$ cat config.mk
export PLATFORM = sky130hd
export DESIGN_NAME = video_timing_probe
export DESIGN_NICKNAME = d
export VERILOG_FILES = /design/src/rtl/video_timing_probe.sv
export SDC_FILE = /design/constraint.sdc
export NUM_CORES = 1
export LEC_CHECK = 0
export ABC_AREA = 1
export CAP_MARGIN = 5
export CORE_MARGIN = 1.5
export CORE_UTILIZATION = 40
export DETAILED_ROUTE_END_ITERATION = 16
export GPL_TIMING_DRIVEN = 0
export PLACE_DENSITY = 0.65
export SKIP_CTS_REPAIR_TIMING = 1
export SYNTH_ARGS = -nofsm -noshare
export SYNTH_HDL_FRONTEND = slang
export SYNTH_SLANG_ARGS = --single-unit
$ cat constraint.sdc
create_clock -name clk_sys -period 4.2 [get_ports clk_sys]
set_clock_uncertainty 0.15 [all_clocks]
set_input_delay 0.63 -clock clk_sys [delete_from_list [all_inputs] [get_ports clk_sys]]
set_output_delay 0.63 -clock clk_sys [all_outputs]
set_load 0.01 [all_outputs]
$ cat src/rtl/video_timing_probe.sv
// video_timing_probe: recovers pixel/line position and per-frame geometry from raw blank/sync timing
module video_timing_probe #(
  parameter int W = 10,
  parameter bit SYNC_LOW = 1'b1
) (
  input  logic         clk_sys,
  input  logic         reset,
  input  logic         ce_pix,
  input  logic         hblank,
  input  logic         vblank,
  input  logic         hsync,
  input  logic         vsync,
  output logic [W-1:0] hpos,
  output logic [W-1:0] vpos,
  output logic [W-1:0] htotal,
  output logic [W-1:0] hactive,
  output logic [W-1:0] hsync_start,
  output logic [W-1:0] hsync_width,
  output logic [W-1:0] vtotal,
  output logic [W-1:0] vactive,
  output logic [W-1:0] vsync_start,
  output logic [W-1:0] vsync_width,
  output logic         valid,
  output logic         changed,
  output logic         frame_start
);
  typedef enum logic [1:0] {IDLE, FIRST, MEASURED, LOCKED} state_t;
  localparam logic [W-1:0] MAX = '1;
  state_t state_q, state_d, next_fs;
  logic primed_q, hblank_q, vsync_q, vbl_ls_q, hs_seen_q, vs_seen_q;
  logic hblank_d, vsync_d, vbl_ls_d, hs_seen_d, vs_seen_d;
  logic [W-1:0] hpos_q, hpos_d, vpos_q, vpos_d;
  logic [W-1:0] hact_q, hact_d, hss_q, hss_d, hsw_q, hsw_d;
  logic [W-1:0] vact_q, vact_d, vss_q, vss_d, vsw_q, vsw_d;
  logic [7:0][W-1:0] geo_q, geo_d, snap_q;
  logic valid_q, changed_q, changed_d, fs_q;
  logic hs_on, vs_on, ls, fs, vs_edge, tmo;
  function automatic logic [W-1:0] inc(input logic [W-1:0] v, input logic en);
    return (en && v != MAX) ? v + W'(1) : v;
  endfunction
  always_comb begin
    hs_on = SYNC_LOW ? ~hsync : hsync;
    vs_on = SYNC_LOW ? ~vsync : vsync;
    ls = ce_pix & primed_q & hblank_q & ~hblank;
    fs = ls & ~vblank & vbl_ls_q;
    vs_edge = ce_pix & primed_q & vs_on & ~vsync_q;
    hblank_d = ce_pix ? hblank : hblank_q;
    vsync_d = ce_pix ? vs_on : vsync_q;
    vbl_ls_d = ls ? vblank : vbl_ls_q;
    hpos_d = ce_pix ? (ls ? '0 : inc(hpos_q, 1'b1)) : hpos_q;
    vpos_d = fs ? '0 : ls ? inc(vpos_q, 1'b1) : vpos_q;
    hact_d = ce_pix ? inc(ls ? '0 : hact_q, ~hblank) : hact_q;
    hsw_d = ce_pix ? inc(ls ? '0 : hsw_q, hs_on) : hsw_q;
    hss_d = (ce_pix & hs_on & (ls | ~hs_seen_q)) ? hpos_d : ls ? '0 : hss_q;
    hs_seen_d = ce_pix ? (hs_on | (hs_seen_q & ~ls)) : hs_seen_q;
    vact_d = ls ? inc(fs ? '0 : vact_q, ~vblank) : vact_q;
    vsw_d = ls ? inc(fs ? '0 : vsw_q, vs_on) : vsw_q;
    vss_d = (vs_edge & (fs | ~vs_seen_q)) ? vpos_d : fs ? '0 : vss_q;
    vs_seen_d = vs_edge | (vs_seen_q & ~fs);
    geo_d = {fs ? {vsw_q, vss_q, vact_q, vpos_q + W'(1)} : geo_q[7:4],
             ls ? {hsw_q, hss_q, hact_q, hpos_q + W'(1)} : geo_q[3:0]};
    tmo = ce_pix & (hpos_d == MAX | vpos_d == MAX);
    next_fs = state_q == IDLE ? FIRST : state_q == FIRST ? MEASURED : geo_d == snap_q ? LOCKED : MEASURED;
    state_d = tmo ? IDLE : fs ? next_fs : state_q;
    changed_d = fs & ~tmo & (state_q == LOCKED) & (geo_d != snap_q);
  end
  always_ff @(posedge clk_sys) begin
    if (reset) begin
      state_q <= IDLE;
      primed_q <= 1'b0;
      hblank_q <= 1'b0;
      vsync_q <= 1'b0;
      vbl_ls_q <= 1'b0;
      hs_seen_q <= 1'b0;
      vs_seen_q <= 1'b0;
      hpos_q <= '0;
      vpos_q <= '0;
      hact_q <= '0;
      hss_q <= '0;
      hsw_q <= '0;
      vact_q <= '0;
      vss_q <= '0;
      vsw_q <= '0;
      geo_q <= '0;
      snap_q <= '0;
      valid_q <= 1'b0;
      changed_q <= 1'b0;
      fs_q <= 1'b0;
    end else begin
      state_q <= state_d;
      primed_q <= primed_q | ce_pix;
      hblank_q <= hblank_d;
      vsync_q <= vsync_d;
      vbl_ls_q <= vbl_ls_d;
      hs_seen_q <= hs_seen_d;
      vs_seen_q <= vs_seen_d;
      hpos_q <= hpos_d;
      vpos_q <= vpos_d;
      hact_q <= hact_d;
      hss_q <= hss_d;
      hsw_q <= hsw_d;
      vact_q <= vact_d;
      vss_q <= vss_d;
      vsw_q <= vsw_d;
      geo_q <= geo_d;
      snap_q <= fs ? geo_d : snap_q;
      valid_q <= state_d == LOCKED;
      changed_q <= changed_d;
      fs_q <= fs;
    end
  end
  assign hpos = hpos_q;
  assign vpos = vpos_q;
  assign {vsync_width, vsync_start, vactive, vtotal, hsync_width, hsync_start, hactive, htotal} = geo_q;
  assign valid = valid_q;
  assign changed = changed_q;
  assign frame_start = fs_q;
endmodule

==> results of run 1 <==
[per-layer routing]
| layer | track usage, % | vias up | wire (um) |
|---|---|---|---|
| met5 | 0 | - | 0 |
| met4 | 8.58 | 0 | 1200 |
| met3 | 3.61 | 75 | 2550 |
| met2 | 38.6 | 401 | 16300 |
| met1 | 31.2 | 5555 | 16200 |
| li1 | - | 5988 | - |
[through the flow]
step	setup slack (ns)	hold WS, ns
2_1_floorplan	0.785	0.286
5_1_grt	0.0383	0.337
6_report	0.251	0.310
4_1_cts	-0.238	0.311
3_5_place_dp	-0.788	0.302
3_3_place_gp	-0.723	0.296
[worst min-delay path by stage]
stage                                  from                      end  slack (ns)  depth (start not counted)
global placement    snap_q[77]$_SDFFE_PP0N_  snap_q[77]$_SDFFE_PP0N_        0.30                          2
finish              snap_q[77]$_SDFFE_PP0N_  snap_q[77]$_SDFFE_PP0N_        0.31                          2
detailed placement  snap_q[77]$_SDFFE_PP0N_  snap_q[77]$_SDFFE_PP0N_        0.30                          2
global route        snap_q[66]$_SDFFE_PP0N_  snap_q[66]$_SDFFE_PP0N_        0.34                          2
floorplan           snap_q[77]$_SDFFE_PP0N_  snap_q[77]$_SDFFE_PP0N_        0.29                          2
CTS                 snap_q[77]$_SDFFE_PP0N_  snap_q[77]$_SDFFE_PP0N_        0.31                          2
[final cells by class]
type,instances,area [um2],area share [%]
Multi-Input combinational cell,1211,5450,37.7
Sequential cell,251,5020,34.8
Timing Repair Buffer,107,1070,7.41
Inverter,281,1050,7.30
Clock buffer,39,833,5.76
Tap cell,384,480,3.32
Buffer,71,324,2.24
Clock inverter,13,215,1.49
[power by group]
part           leakage (nW)  total (W)  internal [W]  switching (W)
sequential             2.02    0.00241       0.00239      0.0000117
clock                 0.523    0.00275       0.00174        0.00101
combinational          3.64   0.000200     0.0000535       0.000147
[critical path, cell delays in order]
cell	delay [ns]
clkdlybuf4s50_1	0.54
inv_1	0.10
nand2_1	0.12
nor2_8	0.20
buf_4	0.33
buf_2	0.30
buf_2	0.31
nor2_1	0.08
ha_1	0.20
inv_1	0.08
nor3_1	0.08
nand3_1	0.09
nand2_1	0.10
nor3_1	0.24
nand3_1	0.16
nor2_1	0.22
nand2_1	0.10
nand2_1	0.09
o21ai_0	0.11
nand2_1	0.10
inv_1	0.04
[logic make-up after synthesis]
logic type,share of synthesized area [%]
fa+ha+maj,0.633
xor+xnor,1.11
simple gates,31.5
buf+inv,11.6
compound gates,12.8
flops,42.4
[cell usage in the layout, fill, tap and decap left out, types with 29 or more instances in the layout]
master,instances
nand2_1,535
inv_1,278
dfxtp_1,251
nor2_1,193
a21oi_1,128
nand3_1,118
clkdlybuf4s50_1,107
o21ai_0,106
clkbuf_1,45
clkbuf_16,29
==> impl_metrics.json, run 1 <==
{
  "die_w_um": 175,
  "fin_area_um2": 14500,
  "synth_top_cell_by_area": "dfxtp_1",
  "synth-edff-count": 0,
  "r2r_slack_ns": 0.61,
  "hold_class": "reg2reg",
  "tightest_slew_ns": 0.830,
  "async_reset_ff_share_pct": 0,
  "reg2reg_to": "hsw_q[9]$_SDFFE_PP0P_",
  "stdcell_count": 2357,
  "yosys_most_used_dff": "dfxtp_1",
  "coreArea_um2": 28900,
  "setup_violations": 0,
  "critical_path_arrival_ns": 4.24,
  "dpl.cell_count": 2306,
  "drive_gt1_share_pct": 4.51,
  "largest_reg_flops": 80,
  "grt_antenna_before_repair": 1,
  "cts_tree": "done",
  "route.detailed.drc": 0,
  "row_count": 62,
  "initial_utilization_pct": 41.0,
  "gp_congestion": 0.897,
  "irDropWorstVdd_v": 0.000269,
  "synth.most_common_cell": "nand2_1",
  "ys_seq_area_share_pct": 42.4,
  "firstDrtPassIters": 6,
  "synth.avg_cell_area_um2": 6.53,
  "rr_startpoint": "primed_q$_SDFF_PP0_",
  "top_register": "snap_q",
  "cp-start-kind": "primary input",
  "finalSetupTns_ns": 0,
  "p_leak_nw": 6.19,
  "power_w": 0.00536,
  "clk_latency_ns": 0.54,
  "critical_path.startpoint": "hblank",
  "htree_num_levels": 1,
  "finalWirelength_mm": 36.2,
  "clk_path_buf_depth": 3,
  "hpwl_mm": 26.4,
  "vias": 12019,
  "syn-num-nets": 1828,
  "place_area_um2": 13400,
  "end_kind": "flop",
  "area_delta_synth_final_pct": 21.9,
  "path_max_fanout": 19,
  "yosys-top-cells-count": "nand2_1, inv_1, dfxtp_1",
  "postRouteAntennaNets": 0,
  "cts.clk_slew.worst_paths_ns": 0.06,
  "ys_ff_latch": 251,
  "die_area_um2": 30700,
  "max_freq_ghz": 0.253,
  "drtIter0Drc": 937,
  "netlist_area_um2": 11900,
  "track_usage_pct": 23.5,
  "fin_nets": 1964,
  "crit_required_ns": 4.49,
  "cts_buffers": 28,
  "hold_violations": 0,
  "netlist-cell-type-count": 39,
  "criticalPathCategory": "in2reg",
  "slew_viol_final": 0,
  "die_y_um": 175,
  "diodes": 0,
  "yosysTopAreaCellShare_pct": 42.4,
  "synthCells": 1815,
  "grt_pass1_vias": 11155,
  "wl_per_cell_um": 15.4,
  "min_period_over_period_pct": 94.0,
  "min_period_ns": 3.95,
  "cap_violations": 0,
  "yosysWarnings": 0,
  "status": "completed",
  "grt_max_degree": 14,
  "port_buffers": 107,
  "grt.overflow.total": 0,
  "cts.sinks": 251,
  "rsz0062_at_grt": "no",
  "grt_pass1_wl_mm": 57.6,
  "root_buffer": "clkbuf_16",
  "ioPinCount": 110,
  "fillers": 2904,
  "powerDensity_nw_per_um2": 370,
  "post-route-util_pct": 50.0,
  "via_per_inst": 5.10,
  "netlist_top_cells_area": "dfxtp_1, nand2_1, inv_1, nor2_1, a21oi_1",
  "endpoint": "hsw_q[9]$_SDFFE_PP0P_",
  "relSlewSlack_pct": 44.7,
  "reg2reg_depth": 19
}
No activity file was read; power rests on OpenSTA's default activity.
==> inputs of run 2 (changes only) <==
--- a/config.mk
+++ b/config.mk
@@ -7,6 +7,7 @@
 export LEC_CHECK = 0
 export ABC_AREA = 1
 export CAP_MARGIN = 5
+export CORE_ASPECT_RATIO = 1.5
 export CORE_MARGIN = 1.5
 export CORE_UTILIZATION = 40
 export DETAILED_ROUTE_END_ITERATION = 16
==> impl_metrics.json, run 2 (synthesis results as in run 1) <==
{
  "status": "completed",
  "post-route-util_pct": 48.6,
  "max_freq_ghz": 0.254,
  "row_count": 77,
  "via_per_inst": 5.00,
  "finalWirelength_mm": 36.5,
  "vias": 11807,
  "place_area_um2": 13400,
  "initial_utilization_pct": 40.5,
  "htree_num_levels": 1,
  "grt_antenna_before_repair": 0,
  "hpwl_mm": 27.6,
  "die_y_um": 214,
  "firstDrtPassIters": 5,
  "grt.overflow.total": 0,
  "crit_required_ns": 4.47,
  "cts_buffers": 26,
  "powerDensity_nw_per_um2": 341,
  "coreArea_um2": 29300,
  "top_register": "snap_q",
  "route.met2.wl_mm": 18.4,
  "postRouteAntennaNets": 0,
  "hold_class": "reg2reg",
  "wl_per_cell_um": 15.4,
  "fillers": 3020,
  "cp-start-kind": "primary input",
  "mostFrequentLayoutCell": "nand2_1",
  "routed.top_layer": "met4",
  "largest_reg_flops": 80,
  "root_buffer": "clkbuf_16",
  "p_leak_nw": 6.08,
  "drtIter0Drc": 744,
  "clk_latency_ns": 0.53,
  "fin_area_um2": 14200,
  "finalSetupTns_ns": 0,
  "grt_pass1_wl_mm": 58.1,
  "drive_gt1_share_pct": 4.02,
  "die_area_um2": 30700,
  "grt_max_degree": 14,
  "final_cell_mix": "nand2_1, inv_1, dfxtp_1",
  "ioPinCount": 110,
  "track_usage_pct": 24.3,
  "criticalPathCategory": "in2reg",
  "path_max_fanout": 19,
  "grt_pass1_vias": 11348,
  "relSlewSlack_pct": 42.9,
  "area_delta_synth_final_pct": 20.1,
  "cts.clk_slew.worst_paths_ns": 0.07,
  "min_period_over_period_pct": 93.9,
  "cts_tree": "done",
  "setup_violations": 0,
  "die_w_um": 144,
  "min_period_ns": 3.94,
  "clk_path_buf_depth": 3,
  "cap_violations": 0,
  "cts.sinks": 251,
  "m1WireLength_mm": 14.4,
  "end_kind": "flop",
  "port_buffers": 107,
  "slew_viol_final": 0,
  "critical_path_arrival_ns": 4.22,
  "route.detailed.drc": 0,
  "wl_met3_mm": 1.65,
  "rsz0062_at_grt": "no",
  "power_w": 0.00486,
  "fin_nets": 1962,
  "irDropWorstVdd_v": 0.000265,
  "tightest_slew_ns": 0.857,
  "gp_congestion": 0.893,
  "hold_violations": 0,
  "diodes": 0
}
-- run 2: changes by cell type in the layout (fill, tap and decap cells not counted) --
cell,before,now
clkbuf_1,45,49
clkinv_2,7,5
clkbuf_16,29,27
bufinv_16,6,0
-- run 2: worst paths after layout --
path	slack, ns	cells past startpoint	end	start
hold reg to reg	0.31	2	snap_q[77]$_SDFFE_PP0N_	snap_q[77]$_SDFFE_PP0N_
hold / removal	0.31	2	snap_q[77]$_SDFFE_PP0N_	snap_q[77]$_SDFFE_PP0N_
setup / recovery	0.26	19	hact_q[9]$_SDFFE_PP0P_	hblank
setup reg to reg	0.61	17	hact_q[9]$_SDFFE_PP0P_	primed_q$_SDFF_PP0_
-- run 2: per-stage QoR --
step           hold WS (ns)  setup slack [ns]  cells
2_1_floorplan         0.286             0.785   1815
3_3_place_gp          0.295            -0.795   2317
3_5_place_dp          0.299            -0.796   2317
4_1_cts               0.309            -0.256   2363
5_1_grt               0.325            0.0385   2362
6_report              0.306             0.257   2362
-- run 2: area by class of cell --
| class | instances | area (um2) | share of cell area [%] |
|---|---|---|---|
| repair buffers | 107 | 1070 | 7.52 |
| clock buffers | 41 | 798 | 5.60 |
| plain buffers | 71 | 324 | 2.27 |
| multi-input cells | 1211 | 5450 | 38.3 |
| well taps | 395 | 494 | 3.47 |
| flip-flops and latches | 251 | 5020 | 35.3 |
| inverters | 281 | 1050 | 7.40 |
| clock inverters | 5 | 25.0 | 0.176 |
-- run 2: metal layers --
layer  track usage, %  up-vias
met5                0        -
met3             3.31      112
met4             14.3        0
li1                 -     5977
met1             26.8     5417
met2             44.0      301
-- run 2: worst max-delay path: stages --
cell	delay, ns
clkdlybuf4s50_1	0.54
inv_1	0.10
nand2_1	0.12
nor2_8	0.20
buf_4	0.34
buf_2	0.31
buf_2	0.32
nor2_1	0.07
ha_1	0.22
nand4_1	0.11
nor2_1	0.06
a21oi_1	0.31
nand4_1	0.23
nor3_2	0.20
nand3_1	0.12
nand2_1	0.09
o21ai_0	0.10
nand2_1	0.10
inv_1	0.04
-- run 2: where the power goes --
group,switching (W),total (W),internal (W)
clock network,0.000962,0.00226,0.00129
logic,0.000146,0.000199,0.0000535
registers,0.0000124,0.00241,0.00239
